<file path="config.mk">
export PLATFORM = sky130hd
export DESIGN_NAME = shr_pattern_gen
export DESIGN_NICKNAME = d
export VERILOG_FILES = /design/src/rtl/shr_pattern_gen.sv
export SDC_FILE = /design/constraint.sdc
export NUM_CORES = 1
export LEC_CHECK = 0
export CORE_MARGIN = 5
export CORE_UTILIZATION = 55
export DETAILED_ROUTE_END_ITERATION = 10
export DONT_BUFFER_PORTS = 1
export HOLD_SLACK_MARGIN = 0.12
export PLACE_DENSITY = 0.77
export SYNTH_ARGS = -nofsm -noshare
export SYNTH_HDL_FRONTEND = slang
export SYNTH_SLANG_ARGS = --single-unit
</file>
<file path="constraint.sdc">
create_clock -name clk_in -period 5 [get_ports clk_in]
set_clock_uncertainty 0.1 [all_clocks]
set_input_delay 0.25 -clock clk_in [delete_from_list [all_inputs] [get_ports clk_in]]
set_output_delay 0.25 -clock clk_in [all_outputs]
set_load 0.01 [all_outputs]
</file>
<file path="src/rtl/shr_pattern_gen.sv">
// Serial pattern generator for shift-register control: shifts a captured frame out on
// NCH data lines with a shared divided serial clock, then a sync strobe, optionally repeated.
module shr_pattern_gen #(
  parameter int unsigned NBITS = 620,
  parameter int unsigned NCH   = 1,
  parameter int unsigned CNT_W = 10,
  parameter int unsigned DIV_W = 8
) (
  input  logic                 clk_in,
  input  logic                 rst_n,
  input  logic [NCH*NBITS-1:0] data_reg,
  input  logic                 trig,
  input  logic                 clr_mode,
  input  logic                 clr_2_one,
  input  logic                 msb_first,
  input  logic [DIV_W-1:0]     clk_div,
  input  logic [7:0]           repeat_cnt,
  input  logic                 abort,
  output logic                 sclk,
  output logic [NCH-1:0]       din,
  output logic                 syn,
  output logic                 out_en,
  output logic                 clk_out_en,
  output logic                 busy,
  output logic                 done
);

  typedef enum logic [1:0] {IDLE, SHIFT, SYNC, GAP} state_t;

  localparam logic [CNT_W-1:0] LAST = CNT_W'(NBITS - 1);

  state_t               state, state_next;
  logic                 trig_q;
  logic [NCH*NBITS-1:0] shadow;
  logic                 clr_mode_l, clr_2_one_l, msb_first_l;
  logic [DIV_W-1:0]     clk_div_l, div_cnt;
  logic [7:0]           rep_left;
  logic                 phase;
  logic [CNT_W-1:0]     idx, sel;
  logic [NBITS-1:0]     word;
  logic                 tick, bit_end, start;

  assign tick    = (div_cnt == clk_div_l);
  // phase 0/1 are the two half-periods of a bit; a bit period ends on the phase-1 tick
  assign bit_end = tick & phase;
  assign start   = trig & ~trig_q & ~abort;

  always_ff @(posedge clk_in or negedge rst_n) begin
    if (!rst_n) state <= IDLE;
    else        state <= state_next;
  end

  always_comb begin
    state_next = state;
    case (state)
      IDLE:    if (start) state_next = SHIFT;
      SHIFT:   if (abort) state_next = IDLE;
               else if (bit_end && idx == LAST) state_next = SYNC;
      SYNC:    if (abort) state_next = IDLE;
               else if (bit_end) state_next = (rep_left != '0) ? GAP : IDLE;
      GAP:     if (abort) state_next = IDLE;
               else if (bit_end) state_next = SHIFT;
      default: state_next = IDLE;
    endcase
  end

  always_ff @(posedge clk_in or negedge rst_n) begin
    if (!rst_n) begin
      trig_q      <= 1'b0;
      shadow      <= '0;
      clr_mode_l  <= 1'b0;
      clr_2_one_l <= 1'b0;
      msb_first_l <= 1'b0;
      clk_div_l   <= '0;
      rep_left    <= '0;
      div_cnt     <= '0;
      phase       <= 1'b0;
      idx         <= '0;
      done        <= 1'b0;
    end else begin
      trig_q <= trig;
      done   <= 1'b0;
      if (state == IDLE) begin
        div_cnt <= '0;
        phase   <= 1'b0;
        idx     <= '0;
        if (start) begin
          shadow      <= data_reg;
          clr_mode_l  <= clr_mode;
          clr_2_one_l <= clr_2_one;
          msb_first_l <= msb_first;
          clk_div_l   <= clk_div;
          rep_left    <= repeat_cnt;
        end
      end else if (abort) begin
        div_cnt <= '0;
        phase   <= 1'b0;
        idx     <= '0;
      end else begin
        if (tick) begin
          div_cnt <= '0;
          phase   <= ~phase;
        end else begin
          div_cnt <= div_cnt + DIV_W'(1);
        end
        if (bit_end) begin
          case (state)
            SHIFT:   idx <= (idx == LAST) ? '0 : idx + CNT_W'(1);
            SYNC:    if (rep_left != '0) rep_left <= rep_left - 8'd1;
                     else done <= 1'b1;
            default: ;
          endcase
        end
      end
    end
  end

  assign sel = msb_first_l ? (LAST - idx) : idx;

  always_comb begin
    busy       = (state != IDLE);
    out_en     = (state != IDLE);
    clk_out_en = (state == SHIFT);
    sclk       = (state == SHIFT) & phase;
    syn        = (state == SYNC) & ~clr_mode_l;
    din        = '0;
    word       = '0;
    if (state == SHIFT) begin
      for (int unsigned c = 0; c < NCH; c++) begin
        word   = shadow[c*NBITS +: NBITS] >> sel;
        din[c] = clr_mode_l ? clr_2_one_l : word[0];
      end
    end
  end

endmodule

</file>
==> Word-level counts from Yosys, hierarchy flattened <==
Cells that the tools add are included.
{ "word_totals": {"in_bits": 643, "register_bits": 662, "out_inout_bits": 7, "elab_cells": 84} }
{ "classes": {"mux": 34, "n_eq_ne": 10, "n_shift": 1, "bitwise": 9, "add_sub_neg": 4, "reduce_logical": 14} }
{ "op_table": {"columns": ["operator", "n"], "rows": [
  ["$shr A620 B10 Y1", 1],
  ["$mux W8", 9],
  ["$mux W10", 6],
  ["$mux W2", 8],
  ["$add A10 B1 Y10 const B", 1],
  ["$eq A10 B10 Y1 const B", 1],
  ["$mux W1", 10],
  ["$sub A10 B10 Y10 const A", 1],
  ["$reduce_bool A3 Y1", 3],
  ["$add A8 B1 Y8 const B", 1],
  ["$eq A8 B8 Y1", 1],
  ["$pmux W2 S4", 1],
  ["$reduce_bool A2 Y1", 4],
  ["$reduce_bool A8 Y1", 1],
  ["$sub A8 B1 Y8 const B", 1],
  ["$ne A3 B3 Y1 const B", 2],
  ["$and A1 B1 Y1", 5],
  ["$reduce_and A5 Y1", 1],
  ["$eq A2 B2 Y1 const B", 2],
  ["$not A1 Y1", 4],
  ["$reduce_and A2 Y1", 2],
  ["$reduce_and A4 Y1", 1],
  ["$ne A3 B2 Y1 const B", 1],
  ["$eq A2 B1 Y1 const B", 1],
  ["other kinds (4)", 4]
]} }

==> Longest topological paths before layout <==
{ "logic_depth": {"depth_word": 6, "ltp_mapped": 17, "mapped_depth_nobuf": 11} }

==> Least setup slack after synthesis <==
Ideal clock, no wire load.
{ "synth_path": {"kind": "register to output", "startpoint": "reg idx[2]", "endpoint": "out din", "t_arrival_ps": 3394, "stages_incl_launch_ff": 17, "required_ps": 4650, "slack_ps": 1256, "path_cell_list": "dfrtp_1 > buf_2 > inv_1 > clkbuf_1 > clkbuf_1 > ha_1 > mux2_4 > buf_6 > nor2_4 > buf_4 > nand3_1 > a41o_1 > a32o_1 > nor4b_2 > o21ai_0 > a41oi_1 > o31ai_2"} }
{ "synth_via": {"elab_chain_cells": 5} }
{ "synth_lines": {"columns": ["item", "line", "rtl"], "rows": [
  ["from (decl)", "39", "logic [CNT_W-1:0] idx, sel;"],
  ["from (signal assigned)", "108", "SHIFT: idx <= (idx == LAST) ? '0 : idx + CNT_W'(1);"],
  ["$sub A10 B10 Y10", "118", "assign sel = msb_first_l ? (LAST - idx) : idx;"],
  ["$mux W10 (*)", "118", null],
  ["$shr A620 B10 Y1 (*)", "130", "word = shadow[c*NBITS +: NBITS] >> sel;"],
  ["$mux W1 (*)", "131", "din[c] = clr_mode_l ? clr_2_one_l : word[0];"],
  ["$mux W1 (*)", "128", "if (state == SHIFT) begin"],
  ["to (decl)", "20", "output logic [NCH-1:0] din,"]
]} }
Mark *: on every way between the ends. The rest lies on a longest branch, timed or not.

==> Final worst setup path <==
{ "layout_path": {"startpoint": "reg msb_first_l", "endpoint": "out din"} }
{ "layout_via": {"elab_chain_cells": 4} }
{ "layout_lines": {"columns": ["item", "line", "rtl"], "rows": [
  ["from (decl)", "35", "logic clr_mode_l, clr_2_one_l, msb_first_l;"],
  ["from (signal assigned)", "91", "msb_first_l <= msb_first;"],
  ["$mux W10", "118", null],
  ["$shr A620 B10 Y1", "130", null],
  ["$mux W1", "131", null],
  ["$mux W1", "128", null]
]} }
Every way passes these cells.

==> parameters.txt <==
Parameter                              Value

Status
  Status    finished, violations left
  Violated checks    negative hold slack, max-slew violations

Placement
  Number of buffers added on ports    0
  Post-Place Cell Area    33580 um^2
  Detailed placement HPWL    74450 um
  Routability cong.    0.9158

Critical path
  Slowest library cell on the worst path    sky130_fd_sc_hd__xor2_4
  Kind of cell adding the most delay to the critical path    compound AO/OA/AOI/OAI gates
  Worst path most repeated cell    sky130_fd_sc_hd__buf_4
  R2R Setup Slk    ~1300 ps
  Reg2Reg Capture Point    rep_left[2]
  Crit path required time    4650 ps
  Worst Setup End Kind    output port
  Reg2reg path depth    7
  Category of the worst setup path launch point    flop
  Worst setup path category    reg -> out
  Crit path buffers/inverters    2
  Number of gates on the worst path with buffers counted    9
  Peak per-stage delay on the critical path    around 600 ps
  Startpoint of the worst register-to-register path    state[1]
  Critical-path maximum fanout    12
  Worst Path Arrival    between 4000 and 5000 ps
  Chain of cells forming the critical path    xor2_4, buf_4, buf_4, mux4_2, o22ai_1, o21ai_1, a311o_1, a221oi_1, o31ai_2

Synth
  Top_reg_cell synth    sky130_fd_sc_hd__dfrtp_1
  Post-synthesis instance area    ~33000 um^2
  Number of distinct standard cells referenced by the synthesized netlist    85
  Number of synthesis warnings    0
  Async S/R FF share, synth    1.000
  Net count after synthesis    roughly 3200
  Number of synthesized flops with an enable pin    0
  Post-synthesis area per instance    between 10 and 15 um^2
  Synthesized netlist cell count    between 2000 and 3000
  Register area share after synthesis    0.5004
  Synthesis-stage register bit count    between 600 and 700

Cells and area
  Final Cell Area    between 40000 and 50000 um^2
  Proportion of layout cells with a drive suffix above 1    0.3023
  Sequential standard cell area    16580 um^2
  Number of fill cells    between 3000 and 4000
  Area overhead of the layout relative to synthesis    28.69%
  Area used by multi-input combinational logic    15490 um^2
  Number of nets in the final layout    approximately 3800

Detailed routing
  Iteration count of the initial detailed-routing pass    8
  Number of antenna-violating nets in the routed design    0
  Remaining DRCs    0
  Drt first-iter violations    3045
  Via density per instance    6.639
  Wire length reported by the detailed router    124400 um
  Wire length per cell    slightly above 30 um
  Overall via count from detail_route    roughly 27000

GRT
  Number of global-route vias before repair    ~28000
  Initial antenna violation count    38
  Pin count of the biggest net entering global routing    ~660
  Aggregate global routing overflow    0
  Global router's overall resource usage    0.3696
  Wire length of the first global-routing pass    184300 um

STA
  Transition time of the tightest slew-check pin    around 2300 ps
  Maximum achievable frequency    between 0.2 and 0.25 GHz
  Shortest period the worst path allows    4850 ps
  RSZ-0062 raised after global routing    false
  Number of pins exceeding their max-slew limit in the final report    291
  Total count of hold-check failures in the final report    662
  Worst hold slack across all endpoints    -753.5 ps
  Final clock period utilization by the worst path    0.9700
  Setup TNS after final layout    0 ps
  Number of failing setup endpoints in the final timing report    0
  Worst rel slew slack    -0.5006

Pwr
  Internal power summed over all cells    between 15000 and 20000 uW
  Total power density per cell area    around 600 nW/um^2
  Leakage    between 0.015 and 0.02 uW
  Part of the power in combinational logic    0.375
  Net Sw Power    roughly 9500 uW
  Clock network fraction of total power    0.218
  Largest voltage drop on the vdd net    415.6 uV
  Fraction of power spent switching nets    0.3723
  Sequential Power Share    0.407

Clock tree
  Library cell used as clock root buffer    sky130_fd_sc_hd__clkbuf_16
  Maximum level of the CTS H-tree    3
  Clock-pin slew of the registers on the worst-case setup and hold paths    60 ps
  Cts hold-fix bufs    642
  Total number of clock tree sinks    between 600 and 700
  CTS tree    yes
  Clk buf depth    3
  Number of buffers inserted during clock tree synthesis    73
  Clock insertion delay at the later pin of the skew report    between 600 and 700 ps

Min path
  Path class of the lowest-slack min-delay path    in -> async

Floorplanning
  Total I/O pin count    650
  Effective utilization at floorplan    0.5515
  Die Outline Area    between 60000 and 70000 um^2
  Die boundary height    255.3 um
  Width of the chip    approximately 260 um
  Core footprint    between 60000 and 70000 um^2
  Row Count    90

Job
  Max-Cap Viols    0
[logic make-up (layout without fill, tap and decap cells)]
family                     Yosys count  after routing  synth area share
AOI/OAI and AO/OA                  250            250           0.05364
adders and majority gates            5              5          0.001890
DFF                                662            662            0.5004
other                                0             39                 0
and+or+nand+nor                    514            514           0.06958
xor gates and xnor gates            39             39           0.01315
muxes                              854            854            0.3263
buffers and inverters              204            848           0.03496
[stage by stage]
step	power, uW	setup slack (ps)	std cells	util	hold slack (ps)
2_1_floorplan	15780	1256	2528	-	-145.6
3_3_place_gp	18020	514.3	3175	0.5595	-121.1
3_5_place_dp	18460	482.3	3175	0.5595	-117.5
4_1_cts	24380	31.80	3950	0.7070	-764.3
5_1_grt	26430	73.03	3987	0.7095	-776.2
6_report	25560	150.2	3993	0.7098	-753.5
[area by class of cell]
cell class / count / area share
clock inverters: 27 / 0.006638
clock buffers: 106 / 0.05005
repair buffers: 700 / 0.1640
inverters: 15 / 0.001322
flip-flops and latches: 662 / 0.3891
well taps: 782 / 0.02297
multi-input cells: 1662 / 0.3636
diodes: 39 / 0.002291
[synthesized netlist by cell type, drive strengths merged, types with 8 or more instances]
library cell / number / area, um^2
nand2b: 8 / 50.05
xnor2: 27 / 285.3
inv: 14 / 52.55
a221oi: 9 / 78.83
nand4: 20 / 125.1
nor2: 63 / 259.0
o22ai: 31 / 193.9
a31oi: 20 / 125.1
mux4: 113 / 2571
nor4: 10 / 62.56
buf: 122 / 849.6
nand3: 95 / 475.5
o211ai: 8 / 60.06
clkbuf: 67 / 251.5
a21oi: 41 / 209.0
o21ai: 40 / 200.2
mux2i: 103 / 1044
xor2: 12 / 150.1
nor3: 25 / 125.1
nand2: 263 / 999.7
a32oi: 26 / 227.7
dfrtp: 662 / 16570
mux2: 638 / 7188
and3: 10 / 62.56
[placed cells by master (no fill, tap or decap), types with 33 or more instances in the layout]
cell type / instances
sky130_fd_sc_hd__dfrtp_1: 658
sky130_fd_sc_hd__buf_4: 48
sky130_fd_sc_hd__nor2_1: 55
sky130_fd_sc_hd__mux2_2: 635
sky130_fd_sc_hd__nand3_1: 95
sky130_fd_sc_hd__mux4_2: 106
sky130_fd_sc_hd__dlygate4sd3_1: 642
sky130_fd_sc_hd__a21oi_1: 40
sky130_fd_sc_hd__nand2_1: 260
sky130_fd_sc_hd__clkbuf_16: 74
sky130_fd_sc_hd__mux2i_1: 102
sky130_fd_sc_hd__o21ai_0: 33
sky130_fd_sc_hd__diode_2: 39
[routing by layer]
metal	wire, um	global-route usage
met2	60040	0.6022
met1	44130	0.4498
met4	8474	0.2069
met5	25	0
met3	11770	0.1000
[state kept, by name (all words and copies together) (netlist names)]
name and cells:
shadow 620, idx 10, clk_div_l 8, div_cnt 8, rep_left 8, state 2, clr_2_one_l 1, clr_mode_l 1
done 1, msb_first_l 1, phase 1, trig_q 1
[how the worst max path moves through the flow]
| stage | start | to |
|---|---|---|
| after floorplan | idx[2] | din |
| after global placement | idx[2] | din |
| after detailed placement | idx[2] | din |
| after CTS | msb_first_l | din |
| after global routing | msb_first_l | din |
| final | msb_first_l | din |
[timing repair]
item | 4_1_cts | 5_1_grt
pin swaps | 0 | 1
gates resized for setup | 2 | 4
endpoints found under the setup margin | 1 | 1
setup buffers | 0 | 4
endpoints found under the hold margin | 1307 | 662
[power by group through the flow]
| stage | Sequential [uW] | Clock (uW) | Combinational [uW] |
|---|---|---|---|
| global placement | 9830 | 0 | 8190 |
| global route | 10500 | 5800 | 10100 |
| finish | 10400 | 5570 | 9580 |
| detailed placement | 10000 | 0 | 8450 |
| CTS | 9950 | 5470 | 8960 |
| floorplan | 9090 | 0 | 6690 |
(Power assumes the default switching activity.)
